==> src/rtl/instruction_fetch_unit_if.sv <==
// Instruction-memory and decode-side signal bundle for instruction_fetch_unit.
// master = fetch unit; slave = memory/decode environment.
interface instruction_fetch_unit_if;
   logic [31:0] instruction_addr;
   logic [31:0] instruction_read;
   logic        instruction_ready;
   logic        redirect_valid;
   logic [31:0] redirect_addr;
   logic        fetch_valid;
   logic [31:0] fetch_instr;
   logic [31:0] fetch_pc;
   logic        fetch_ready;

   modport master (
      output instruction_addr,
      input  instruction_read,
      input  instruction_ready,
      input  redirect_valid,
      input  redirect_addr,
      output fetch_valid,
      output fetch_instr,
      output fetch_pc,
      input  fetch_ready
   );

   modport slave (
      input  instruction_addr,
      output instruction_read,
      output instruction_ready,
      output redirect_valid,
      output redirect_addr,
      input  fetch_valid,
      input  fetch_instr,
      input  fetch_pc,
      output fetch_ready
   );
endinterface

==> src/rtl/instruction_fetch_unit.sv <==
// PC-driven instruction fetch with a circular fetch queue and redirect flush.
// Optional IFETCH_ALIGN_CHECK_EN: misaligned redirects raise a sticky fault.
module instruction_fetch_unit #(
   parameter logic [31:0] RESET_PC    = 32'h0000_0000,
   parameter int          QUEUE_DEPTH = 2
) (
   input  logic                            clk,
   input  logic                            reset,
   input  logic                            fetch_en,
   output logic                            fetch_fault,
   instruction_fetch_unit_if.master        bus
);
   localparam int               PTR_W   = $clog2(QUEUE_DEPTH);
   localparam int               CNT_W   = PTR_W + 1;
   localparam logic [CNT_W-1:0] DEPTH_C = CNT_W'(QUEUE_DEPTH);

   typedef enum logic [1:0] {IDLE, FETCH, FAULT} state_t;

   state_t             r_state;
   state_t             w_state_next;
   logic [31:0]        r_pc;
   logic [PTR_W-1:0]   r_rd_ptr;
   logic [PTR_W-1:0]   r_wr_ptr;
   logic [CNT_W-1:0]   r_count;
   logic [31:0]        r_q_pc    [QUEUE_DEPTH];
   logic [31:0]        r_q_instr [QUEUE_DEPTH];
   logic               w_redirect;
   logic               w_misalign;
   logic               w_push;
   logic               w_pop;
   logic               w_valid;

`ifdef IFETCH_ALIGN_CHECK_EN
   assign w_misalign  = (bus.redirect_addr[1:0] != 2'b00);
   assign fetch_fault = (r_state == FAULT);
`else
   assign w_misalign  = 1'b0;
   assign fetch_fault = 1'b0;
`endif

   // Head outputs come only from queue registers; empty reads as zero.
   assign w_valid              = (r_count != '0) && (r_state != FAULT);
   assign bus.fetch_valid      = w_valid;
   assign bus.fetch_pc         = w_valid ? r_q_pc[r_rd_ptr]    : 32'd0;
   assign bus.fetch_instr      = w_valid ? r_q_instr[r_rd_ptr] : 32'd0;
   assign bus.instruction_addr = r_pc;

   always_ff @(posedge clk or negedge reset) begin
      if (!reset) r_state <= IDLE;
      else        r_state <= w_state_next;
   end

   // NOTE: every signal gets a default first so no path through this block infers a latch.
   always_comb begin
      w_state_next = r_state;
      w_redirect   = 1'b0;
      w_pop        = 1'b0;
      w_push       = 1'b0;
      if (r_state != FAULT) begin
         w_redirect = bus.redirect_valid;
         w_pop      = w_valid && bus.fetch_ready && !w_redirect;
         w_push     = (r_state == FETCH) && bus.instruction_ready && !w_redirect &&
                      ((r_count < DEPTH_C) || w_pop);
      end
      case (r_state)
         IDLE:    if (fetch_en)  w_state_next = FETCH;
         FETCH:   if (!fetch_en) w_state_next = IDLE;
         default: w_state_next = FAULT;
      endcase
      if (w_redirect && w_misalign) w_state_next = FAULT;
   end

   always_ff @(posedge clk or negedge reset) begin
      if (!reset) begin
         r_pc     <= RESET_PC;
         r_rd_ptr <= '0;
         r_wr_ptr <= '0;
         r_count  <= '0;
      end else if (w_redirect) begin
         r_rd_ptr <= '0;
         r_wr_ptr <= '0;
         r_count  <= '0;
         if (!w_misalign) r_pc <= {bus.redirect_addr[31:2], 2'b00};
      end else begin
         if (w_push) begin
            r_wr_ptr <= r_wr_ptr + PTR_W'(1);
            r_pc     <= r_pc + 32'd4;
         end
         if (w_pop) r_rd_ptr <= r_rd_ptr + PTR_W'(1);
         if (w_push && !w_pop)      r_count <= r_count + CNT_W'(1);
         else if (w_pop && !w_push) r_count <= r_count - CNT_W'(1);
      end
   end

   // NOTE: payload storage is not reset; reads are masked by w_valid, so stale words never escape.
   always_ff @(posedge clk) begin
      if (w_push) begin
         r_q_pc[r_wr_ptr]    <= r_pc;
         r_q_instr[r_wr_ptr] <= bus.instruction_read;
      end
   end
endmodule

==> src/flat_wrapper.sv <==
// flat-port wrapper written by rule: the top's interface ports become plain ports
module instruction_fetch_unit_flat 
#(
   parameter logic [31:0] RESET_PC    = 32'h0000_0000,
   parameter int          QUEUE_DEPTH = 2
)
  (clk, reset, fetch_en, fetch_fault, bus_instruction_addr, bus_instruction_read, bus_instruction_ready, bus_redirect_valid, bus_redirect_addr, bus_fetch_valid, bus_fetch_instr, bus_fetch_pc, bus_fetch_ready);
  instruction_fetch_unit_if bus_i ();
  input  logic clk;
  input  logic reset;
  input  logic fetch_en;
  output logic fetch_fault;
  output wire logic [$bits(bus_i.instruction_addr)-1:0] bus_instruction_addr;
  input wire logic [$bits(bus_i.instruction_read)-1:0] bus_instruction_read;
  input wire logic [$bits(bus_i.instruction_ready)-1:0] bus_instruction_ready;
  input wire logic [$bits(bus_i.redirect_valid)-1:0] bus_redirect_valid;
  input wire logic [$bits(bus_i.redirect_addr)-1:0] bus_redirect_addr;
  output wire logic [$bits(bus_i.fetch_valid)-1:0] bus_fetch_valid;
  output wire logic [$bits(bus_i.fetch_instr)-1:0] bus_fetch_instr;
  output wire logic [$bits(bus_i.fetch_pc)-1:0] bus_fetch_pc;
  input wire logic [$bits(bus_i.fetch_ready)-1:0] bus_fetch_ready;
  assign bus_instruction_addr = bus_i.instruction_addr;
  assign bus_i.instruction_read = bus_instruction_read;
  assign bus_i.instruction_ready = bus_instruction_ready;
  assign bus_i.redirect_valid = bus_redirect_valid;
  assign bus_i.redirect_addr = bus_redirect_addr;
  assign bus_fetch_valid = bus_i.fetch_valid;
  assign bus_fetch_instr = bus_i.fetch_instr;
  assign bus_fetch_pc = bus_i.fetch_pc;
  assign bus_i.fetch_ready = bus_fetch_ready;
  instruction_fetch_unit #(.RESET_PC(RESET_PC), .QUEUE_DEPTH(QUEUE_DEPTH)) u_core (.clk(clk), .reset(reset), .fetch_en(fetch_en), .fetch_fault(fetch_fault), .bus(bus_i));
endmodule
==> config.mk <==
export PLATFORM = sky130hd
export DESIGN_NAME = instruction_fetch_unit_flat
export DESIGN_NICKNAME = d
export VERILOG_FILES = /design/src/rtl/instruction_fetch_unit_if.sv /design/src/rtl/instruction_fetch_unit.sv /design/src/flat_wrapper.sv
export SDC_FILE = /design/constraint.sdc
export NUM_CORES = 1
export LEC_CHECK = 0
export ABC_AREA = 1
export CAP_MARGIN = 20
export CORE_ASPECT_RATIO = 1.4
export CORE_MARGIN = 4
export CORE_UTILIZATION = 50
export DETAILED_ROUTE_END_ITERATION = 6
export PLACE_DENSITY = 0.8
export SLEW_MARGIN = 30
export SYNTH_ARGS = -nofsm -noshare
export SYNTH_HDL_FRONTEND = slang
export SYNTH_SLANG_ARGS = --single-unit
==> constraint.sdc <==
create_clock -name clk -period 8.31 [get_ports clk]
set_clock_uncertainty 0.2 [all_clocks]
set_input_delay 0.831 -clock clk [delete_from_list [all_inputs] [get_ports clk]]
set_output_delay 0.831 -clock clk [all_outputs]
set_load 0.02 [all_outputs]
# Word-level counts from Yosys, hierarchy flattened
# Memories as Yosys holds them, arrays and structs flattened.
# Index checks and enable logic that the tools add are counted.
[classes]
mux = 19
addsub = 5
reduce_logical = 18
n_eq_ne = 4
magnitude_cmp = 1
[op_table]
columns = ["cell", "n"]
rows = [
  ["$mux W32", 4],
  ["$add A32 B3 Y32 const B", 1],
  ["$mux W2", 5],
  ["$mux W1", 9],
  ["$logic_and A1 B1 Y1", 8],
  ["$ne A2 B2 Y1 const B", 3],
  ["$reduce_bool A2 Y1", 3],
  ["$pmux W2 S2", 1],
  ["$logic_not A1 Y1", 3],
  ["$reduce_bool A3 Y1", 1],
  ["$add A1 B1 Y1 const B", 2],
  ["$add A2 B1 Y2 const B", 1],
  ["$eq A2 B1 Y1 const B", 1],
  ["$logic_not A2 Y1", 1],
  ["$lt A2 B2 Y1 const B", 1],
  ["$reduce_and A2 Y1", 1],
  ["$sub A2 B1 Y2 const B", 1],
  ["$logic_or A1 B1 Y1", 1],
]
[totals]
elab_cells = 54
ramBits = 128
memories = 2
reg_bits = 38
output_inout_bits = 98
[mem_list]
columns = ["memory", "depth", "word_bits", "rd", "rd_ports_with_merged_regs", "write_ports", "line", "rtl"]
rows = [
  ["u_core.r_q_instr", 2, 32, 1, 0, 1, "instruction_fetch_unit.sv:26", "logic [31:0] r_q_instr [QUEUE_DEPTH];"],
  ["u_core.r_q_pc", 2, 32, 1, 0, 1, "instruction_fetch_unit.sv:25", "logic [31:0] r_q_pc [QUEUE_DEPTH];"],
]

# Logic depth before layout (Yosys ltp)
# Gate-level depths: netlist of run 1.
[depth]
depth_word = 12
depth_mapped = 10
ltp_nobuf = 10

# Worst setup path before layout of run 1
# Ideal clock, no wire load.
[synth_timing]
path_type = "input to register"
startpoint = "input bus_fetch_ready"
endpoint = "memory u_core.r_q_instr[1][0], enable pin"
arrival_ns = 4.069
setup_ns = 0.483
setup_slack_ns = 3.558
cell_stages = 8
n_path_buf = 2
path_cell_list = "inv_1 -> nor2_1 -> nand3_2 -> nand2_1 -> nand2_2 -> buf_6 -> buf_6 -> nor2_1"
[synth_between]
elab_chain_cells = 7
[synth_lines]
columns = ["item", "line", "rtl"]
rows = [
  ["start, declared", "flat_wrapper.sv:21", "input wire logic [$bits(bus_i.fetch_ready)-1:0] bus_fetch_ready;"],
  ["$logic_and A1 B1 Y1 (2 in series)", "instruction_fetch_unit.sv:61", "w_pop = w_valid && bus.fetch_ready && !w_redirect;"],
  ["$logic_or A1 B1 Y1", "instruction_fetch_unit.sv:63", "((r_count < DEPTH_C) || w_pop);"],
  ["$logic_and A1 B1 Y1", "instruction_fetch_unit.sv:62", "w_push = (r_state == FETCH) && bus.instruction_ready && !w_redirect &&"],
  ["$mux W1", "instruction_fetch_unit.sv:59", "if (r_state != FAULT) begin"],
  ["$mux W1", "instruction_fetch_unit.sv:97", "if (w_push) begin"],
  ["$mux W1 (implied by the code)", "instruction_fetch_unit.sv:99", "r_q_instr[r_wr_ptr] <= bus.instruction_read;"],
  ["end, declared", "instruction_fetch_unit.sv:26", ""],
]
# No other way between the ends.

# Final worst setup path of run 1
[layout_timing]
startpoint = "register u_core.r_rd_ptr"
endpoint = "output bus_fetch_pc[23]"
[layout_between]
elab_chain_cells = 2
[layout_lines]
columns = ["item", "line", "rtl"]
rows = [
  ["start, declared", "instruction_fetch_unit.sv:22", "logic [PTR_W-1:0] r_rd_ptr;"],
  ["start signal, assigned", "instruction_fetch_unit.sv:89", "if (w_pop) r_rd_ptr <= r_rd_ptr + PTR_W'(1);"],
  ["$mem_v2 Z2 W32", "n/a", ""],
  ["$mux W32", "instruction_fetch_unit.sv:44", "assign bus.fetch_pc = w_valid ? r_q_pc[r_rd_ptr] : 32'd0;"],
  ["end, declared", "flat_wrapper.sv:20", "output wire logic [$bits(bus_i.fetch_pc)-1:0] bus_fetch_pc;"],
]
# No other way between the ends.

==> results.md, run 1 <==
* Status: finished, final reports clean
* Net Switching at around 640 µW
* Antenna violations before repair at 0
* Total track usage at 0.2106
* Logic pwr share at 0.203
* Worst Path Max Fanout at 64
* P per Cell Area at between 200 and 250 nW/µm²
* Startpoint types: register
* Internal power at 1581 µW
* Die height at 152.2 µm
* Number of max-cap violations at 0
* Die Area at roughly 17000 µm²
* RSZ-0062 raised after global routing: false
* Lkg Pwr at 0.003752 µW
* Mapped Area at 7425 µm²
* Skew-Pair Late Insertion Delay at 0.41 ns
* Sw Ratio at 0.2881
* Yosys warns at 0
* Wire per inst at 15.82 µm
* TritonCTS clock tree: built
* Clock root buffer: clkbuf_16
* Fill cell count at 1150
* WS Path Type: reg -> out
* CTS Sinks at 160
* Final Cycle Share at 0.4564
* Power share of the clock group at 0.360
* Final setup violation count at 0
* M2 GR Usage at 0.3799
* Register area share after synthesis at 0.6229
* Worst-path clk slew at ~0.06 ns
* Number of flops mapped to enable cells by yosys at 124
* Global route overflow at 0
* Slew margin rel. at 0.4428
* Drt drc at 0
* Worst path max stage delay at 0.63 ns
* CTS Buf Count at 17
* CP arrival at 2.76 ns
* Non-filler cells, final at 1138
* Initial drt markers at 380
* IO buf count at 160
* GR Util met1 at 0.2477
* Synth Instances at approximately 800
* Die X at 111.0 µm
* Dominant synthesized flop cell: edfxtp_1
* Area Overhead vs Synth at 30.89%
* Largest net degree at the start of global routing at 85
* Slowest CP cell: clkdlybuf4s50_1
* Pins over their slew limit at 0
* WP data required at 7.28 ns
* Fin Setup TNS at 0 ns
* Crit end category: primary output
* CP Cell Sequence: buf_4, inv_4, nand2_1, a21oi_1, clkdlybuf4s50_1
* Worst-margin pin slew at about 0.84 ns
* CTS HTree Levels at 4
* Placed cells at around 1100
* Distinct cells, synth at 31
* Row count at 52
* Initial DRT Pass Iterations at 5
* Design area at 9718 µm²
* Vias in the first global route at 5597
* DR vias at 5874
* Fmax at 0.2637 GHz
* Number of synthesized register bits at 160
* Post-CTS Setup Bufs at 0
* Share of post-route cells with drive strength above 1 at 0.07165
* Worst Hold Depth at 0
* Post-placement cell area at ~9100 µm²
* Starting Density at 0.5117
* Nets at 1008
* Delay-heaviest family, CP: buffers and inverters
* DPL Wire Length at 11690 µm
* Final hold vios at 0
* # diodes at 0
* WL final at 18000 µm
* Tmin final at 3.793 ns
* Cts hold-fix bufs at 0
* M3 GR Usage at 0.03615
* CTS Buffer Depth at 2
* Routability-driven placement congestion ratio at 0.8442
* Syn avg cell area at 9.422 µm²
* Stages on worst setup path at 5
* # resized after CTS at 0
* Async S/R FF share, synth at 0.2250
* Max IR drop VDD at 106.2 µV
* R2R depth at 8
* Antenna violation net count after detailed routing at 0
* Number of I/O pins at 168
* Global-route wire length before repair at approximately 28000 µm
* Share of power burned in registers at 0.436
* Worst Hold Class: reg -> reg
* Core region area at 14510 µm²
* Buf+Inv Stages, Crit Path at 3
* Vias per cell at around 5.2
* Global routing's busiest layer: met2
-- final timing paths --
check / slack (ns) / from / end
worst max-delay path: 4.52 / u_core.r_rd_ptr$_DFFE_PN0P_ / bus_fetch_pc[23]
worst min register to register: 0.23 / u_core.r_state[1]$_DFFE_PN0P_ / u_core.r_state[1]$_DFFE_PN0P_
worst max register to register: 5.25 / u_core.r_state[1]$_DFFE_PN0P_ / u_core.r_q_instr[0][8]$_DFFE_PP_
worst min-delay path: 0.23 / u_core.r_state[1]$_DFFE_PN0P_ / u_core.r_state[1]$_DFFE_PN0P_
max in group asynchronous: 6.85 / reset / u_core.r_rd_ptr$_DFFE_PN0P_
min in group asynchronous: 0.68 / reset / u_core.bus.instruction_addr[26]$_DFFE_PN0P_
-- state kept, by name, summed over array words and instances, names as in the netlist --
name	flops
u_core.r_q_instr	64
u_core.r_q_pc	60
u_core.bus.instruction_addr	30
u_core.r_wr_ptr	1
u_core.r_rd_ptr	1
u_core.r_state	2
u_core.r_count	2
-- power groups by stage --
stage / logic, µW / registers, µW / clock network, µW
floorplan: 228 / 992 / 0
detailed placement: 454 / 985 / 0
CTS: 456 / 969 / 813
global route: 490 / 976 / 853
global placement: 447 / 982 / 0
finish: 452 / 969 / 800
-- cell usage in the layout (no fill, tap or decap), drive strengths merged, types with 2 or more instances in the layout --
master	n
or2	2
bufinv	3
nand3	60
o21ai	17
nor2	70
a21oi	77
buf	6
clkinv	3
clkdlybuf4s50	160
edfxtp	124
nor3	2
nand2	295
clkbuf	18
ha	2
inv	50
nand3b	8
clkinvlp	2
o211ai	3
conb	5
dfrtp	36
-- cells by family after synthesis --
group | after synthesis | share of synthesized area
buf+inv | 85 | 0.05291
fa+ha+maj | 2 | 0.003370
compound gates | 100 | 0.06926
flops | 160 | 0.6229
xor+xnor | 2 | 0.002360
other cells | 1 | 0.0005051
simple gates | 438 | 0.2487
-- cell usage after synthesis (4+ instances only) --
cell type	instances	share of area
inv_1	40	0.020
edfxtp_1	124	0.50
nor2_2	6	0.0051
a21oi_1	77	0.052
inv_2	4	0.0020
clkbuf_1	18	0.0091
buf_2	8	0.0054
nor2_4	6	0.0091
o21ai_1	7	0.0047
nor2_1	58	0.029
buf_4	11	0.011
nand3_1	59	0.040
nand2_2	9	0.0076
nand3b_1	8	0.0081
nand2_1	286	0.14
o21ai_0	10	0.0067
dfrtp_1	36	0.12
-- area by class of cell --
cell class,instances,area [µm²],share of cell area
Timing Repair Buffer,166,1647,0.1694
Multi-Input combinational cell,547,2432,0.2503
Clock inverter,14,180.2,0.01854
Clock buffer,18,429.2,0.04416
Inverter,44,167.7,0.01725
Tap cell,189,236.5,0.02433
Sequential cell,160,4626,0.4760
-- layer usage --
metal / share of wire / wire (µm)
met1: 0.39 / 6961
met4: 0.029 / 530
met3: 0.043 / 783
met2: 0.54 / 9725
met5: 0 / 0
-- through the flow --
| step | hold WS, ns | setup WS [ns] | power (µW) | util |
|---|---|---|---|---|
| 6_report | 0.2275 | 4.517 | 2221 | 0.6698 |
| 5_1_grt | 0.2596 | 4.379 | 2318 | 0.6698 |
| 3_5_place_dp | 0.2215 | 4.332 | 1439 | 0.6278 |
| 3_3_place_gp | 0.2100 | 4.351 | 1428 | 0.6276 |
| 4_1_cts | 0.2382 | 4.491 | 2238 | 0.6698 |
| 2_1_floorplan | 0.2400 | 3.558 | 1219 | - |
Power figures use the tool's default switching activity.
==> run 2: changes to the inputs <==
==> constraint.sdc (replaced) <==
create_clock -name clk -period 3.6 [get_ports clk]
set_clock_uncertainty 0.2 [all_clocks]
set_input_delay 0.36 -clock clk [delete_from_list [all_inputs] [get_ports clk]]
set_output_delay 0.36 -clock clk [all_outputs]
set_load 0.02 [all_outputs]
==> run 2 against run 1 <==
Compared with the run above: clock power up 130%; via count up 0.95%; final cell count up 0.26%; sequential power up 130%; setup slack worse by 4.0 ns; largest power group unchanged; total power up 130%; critical path depth unchanged; register-to-register slack worse by 4.0 ns; design area up 0.82%; die area unchanged; critical path type unchanged; core utilization up 0.55 points; first-iteration DRC count down 31%.
==> results.md, run 2 (synthesized netlist as in run 1, its figures left out) <==
* Total track usage at 0.2102 (-0.0004155)
* Share of power burned in registers at 0.437 (about the same)
* Logic pwr share at 0.206 (+0.003)
* Worst Path Max Fanout at 34 (-47%)
* Final setup violation count at 0 (unchanged)
* Final worst slack at 0.5078 ns (-4.009 ns)
* Worst-margin pin slew at 0.7157 ns (-0.1201 ns)
* Post-placement cell area at 9186 µm² (+0.85%)
* Crit end category: primary output
* Placed cells at 1110 (+0.36%)
* Global-route wire length before repair at 28590 µm (+0.51%)
* Worst Hold Class: in -> async
* DR vias at 5930 (+0.95%)
* Wire per inst at 15.70 µm (-0.77%)
* TritonCTS clock tree: built
* Starting Density at 0.5117 (unchanged)
* Die Area at 16890 µm² (unchanged)
* Antenna violation net count after detailed routing at 0 (unchanged)
* CTS Buffer Depth at 2 (unchanged)
* Post-CTS Setup Bufs at 0 (unchanged)
* CTS Buf Count at 17 (unchanged)
* Most common cell after layout, fill and taps aside: nand2_1
* Sw Ratio at 0.2865 (-0.001674)
* Core region area at 14510 µm² (unchanged)
* WP data required at 3.04 ns (-4.24 ns)
* WS Path Type: reg -> out
* Max IR drop VDD at 303.7 µV (+190%)
* Nets at 1012 (+0.40%)
* Vias per cell at 5.197 (+0.69%)
* R2R depth at 8 (unchanged)
* Non-filler cells, final at 1141 (+0.26%)
* Initial drt markers at 262 (-31%)
* Cts hold-fix bufs at 0 (unchanged)
* Startpoint types: register
* Initial DRT Pass Iterations at 5 (unchanged)
* Largest register FFs at 64 (unchanged)
* Most frequent cells in the layout: nand2_1, clkdlybuf4s50_1, edfxtp_1
* Largest net degree at the start of global routing at 63 (-26%)
* # resized after CTS at 0 (unchanged)
* P per Cell Area at 522.4 nW/µm² (+130%)
* DPL Wire Length at 12160 µm (+4.0%)
* Worst R2R End: u_core.r_q_instr[0][6]$_DFFE_PP_
* Tmin final at 3.092 ns
* CP arrival at 2.53 ns (-0.23 ns)
* Clock root buffer: clkbuf_16
* Power share of the clock group at 0.357 (-0.003)
* IO buf count at 160 (unchanged)
* Pins over their slew limit at 0 (unchanged)
* Skew-Pair Late Insertion Delay at 0.41 ns (about the same)
* Fmax at 0.3234 GHz
* Row count at 52 (unchanged)
* Number of I/O pins at 168 (unchanged)
* Share of post-route cells with drive strength above 1 at 0.07668 (+0.005026)
* Internal power at 3653 µW (+130%)
* Global route overflow at 0 (unchanged)
* Vias in the first global route at 5771 (+3.1%)
* Fin Setup TNS at 0 ns (unchanged)
* R2R Setup Slk at 1.30 ns (-3.95 ns)
* Total Power at 5119 µW (+130%)
* Antenna violations before repair at 0 (unchanged)
* Worst-path clk slew at 0.07 ns (about the same)
* Slew margin rel. at 0.5212 (+0.07836)
* Routability-driven placement congestion ratio at 0.8395 (-0.56%)
* Die height at 152.2 µm (unchanged)
* Lkg Pwr at 0.003781 µW (+0.77%)
* # diodes at 0 (unchanged)
* Drt drc at 0 (unchanged)
* Net Switching at 1466 µW (+130%)
* Design area at 9798 µm² (+0.82%)
* CTS HTree Levels at 4 (unchanged)
* WL final at 17910 µm (-0.51%)
* Pre-CTS setup slack at 0.7188 ns (-3.613 ns)
* CTS Sinks at 160 (unchanged)
* RSZ-0062 raised after global routing: false
* Die X at 111.0 µm (unchanged)
* Final Cycle Share at 0.8589
* Number of max-cap violations at 0 (unchanged)
* Area Overhead vs Synth at 31.97%
* Worst R2R Start: u_core.r_state[1]$_DFFE_PN0P_
* Status: finished, final reports clean
* Most flops, register: u_core.r_q_instr
* Final hold vios at 0 (unchanged)
==> run 2: cell count changes in the layout (fill, tap and decap cells not counted), sizes merged <==
cell / change
buf: +4
inv: -2
clkbuf: -1
clkinv: +1
clkinvlp: +1
==> run 2: worst max path at each step <==
stage	depth (start not counted)	from	end	slack (ns)
finish	5	u_core.r_rd_ptr$_DFFE_PN0P_	bus_fetch_pc[18]	0.51
global route	5	u_core.r_rd_ptr$_DFFE_PN0P_	bus_fetch_pc[18]	0.42
CTS	5	u_core.r_state[1]$_DFFE_PN0P_	bus_fetch_instr[13]	0.26
detailed placement	5	u_core.r_state[1]$_DFFE_PN0P_	bus_fetch_instr[13]	0.72
global placement	5	u_core.r_state[1]$_DFFE_PN0P_	bus_fetch_instr[31]	0.74
floorplan	7	u_core.r_state[1]$_DFFE_PN0P_	u_core.r_q_instr[1][0]$_DFFE_PP_	0.35
==> run 2: final cells by class <==
type | instances | area, µm²
Multi-Input combinational cell | 547 | 2437
Clock buffer | 17 | 425.4
Timing Repair Buffer | 170 | 1727
Tap cell | 189 | 236.5
Sequential cell | 160 | 4626
Inverter | 44 | 165.2
Fill cell | 1130 | 4711
Clock inverter | 14 | 181.4
==> run 2: worst max-delay path, stage by stage, from the launching register on <==
cell             delay (ns)
dfrtp_2                0.41
inv_2                  0.46
buf_12                 0.26
nand2_1                0.09
a21oi_1                0.17
clkdlybuf4s50_1        0.70
==> run 2: routing by layer <==
metal	GRT usage	wire [µm]
met5	0	0
met4	0.08744	516
met3	0.02900	791
met2	0.3912	9792
met1	0.2401	6809
==> run 2: power groups by stage <==
stage	clock network [µW]	logic (µW)	registers [µW]
after detailed placement	0	1060	2270
final	1830	1050	2240
after global routing	1930	1140	2250
after global placement	0	1040	2270
after CTS	1860	1060	2240
after floorplan	0	526	2290
==> run 2: per-stage QoR <==
step / hold slack, ns / util
6_report: 0.1955 / 0.6753
5_1_grt: 0.2228 / 0.6753
4_1_cts: 0.1944 / 0.6750
3_5_place_dp: 0.2183 / 0.6331
3_3_place_gp: 0.2115 / 0.6331
2_1_floorplan: -0.1356 / -
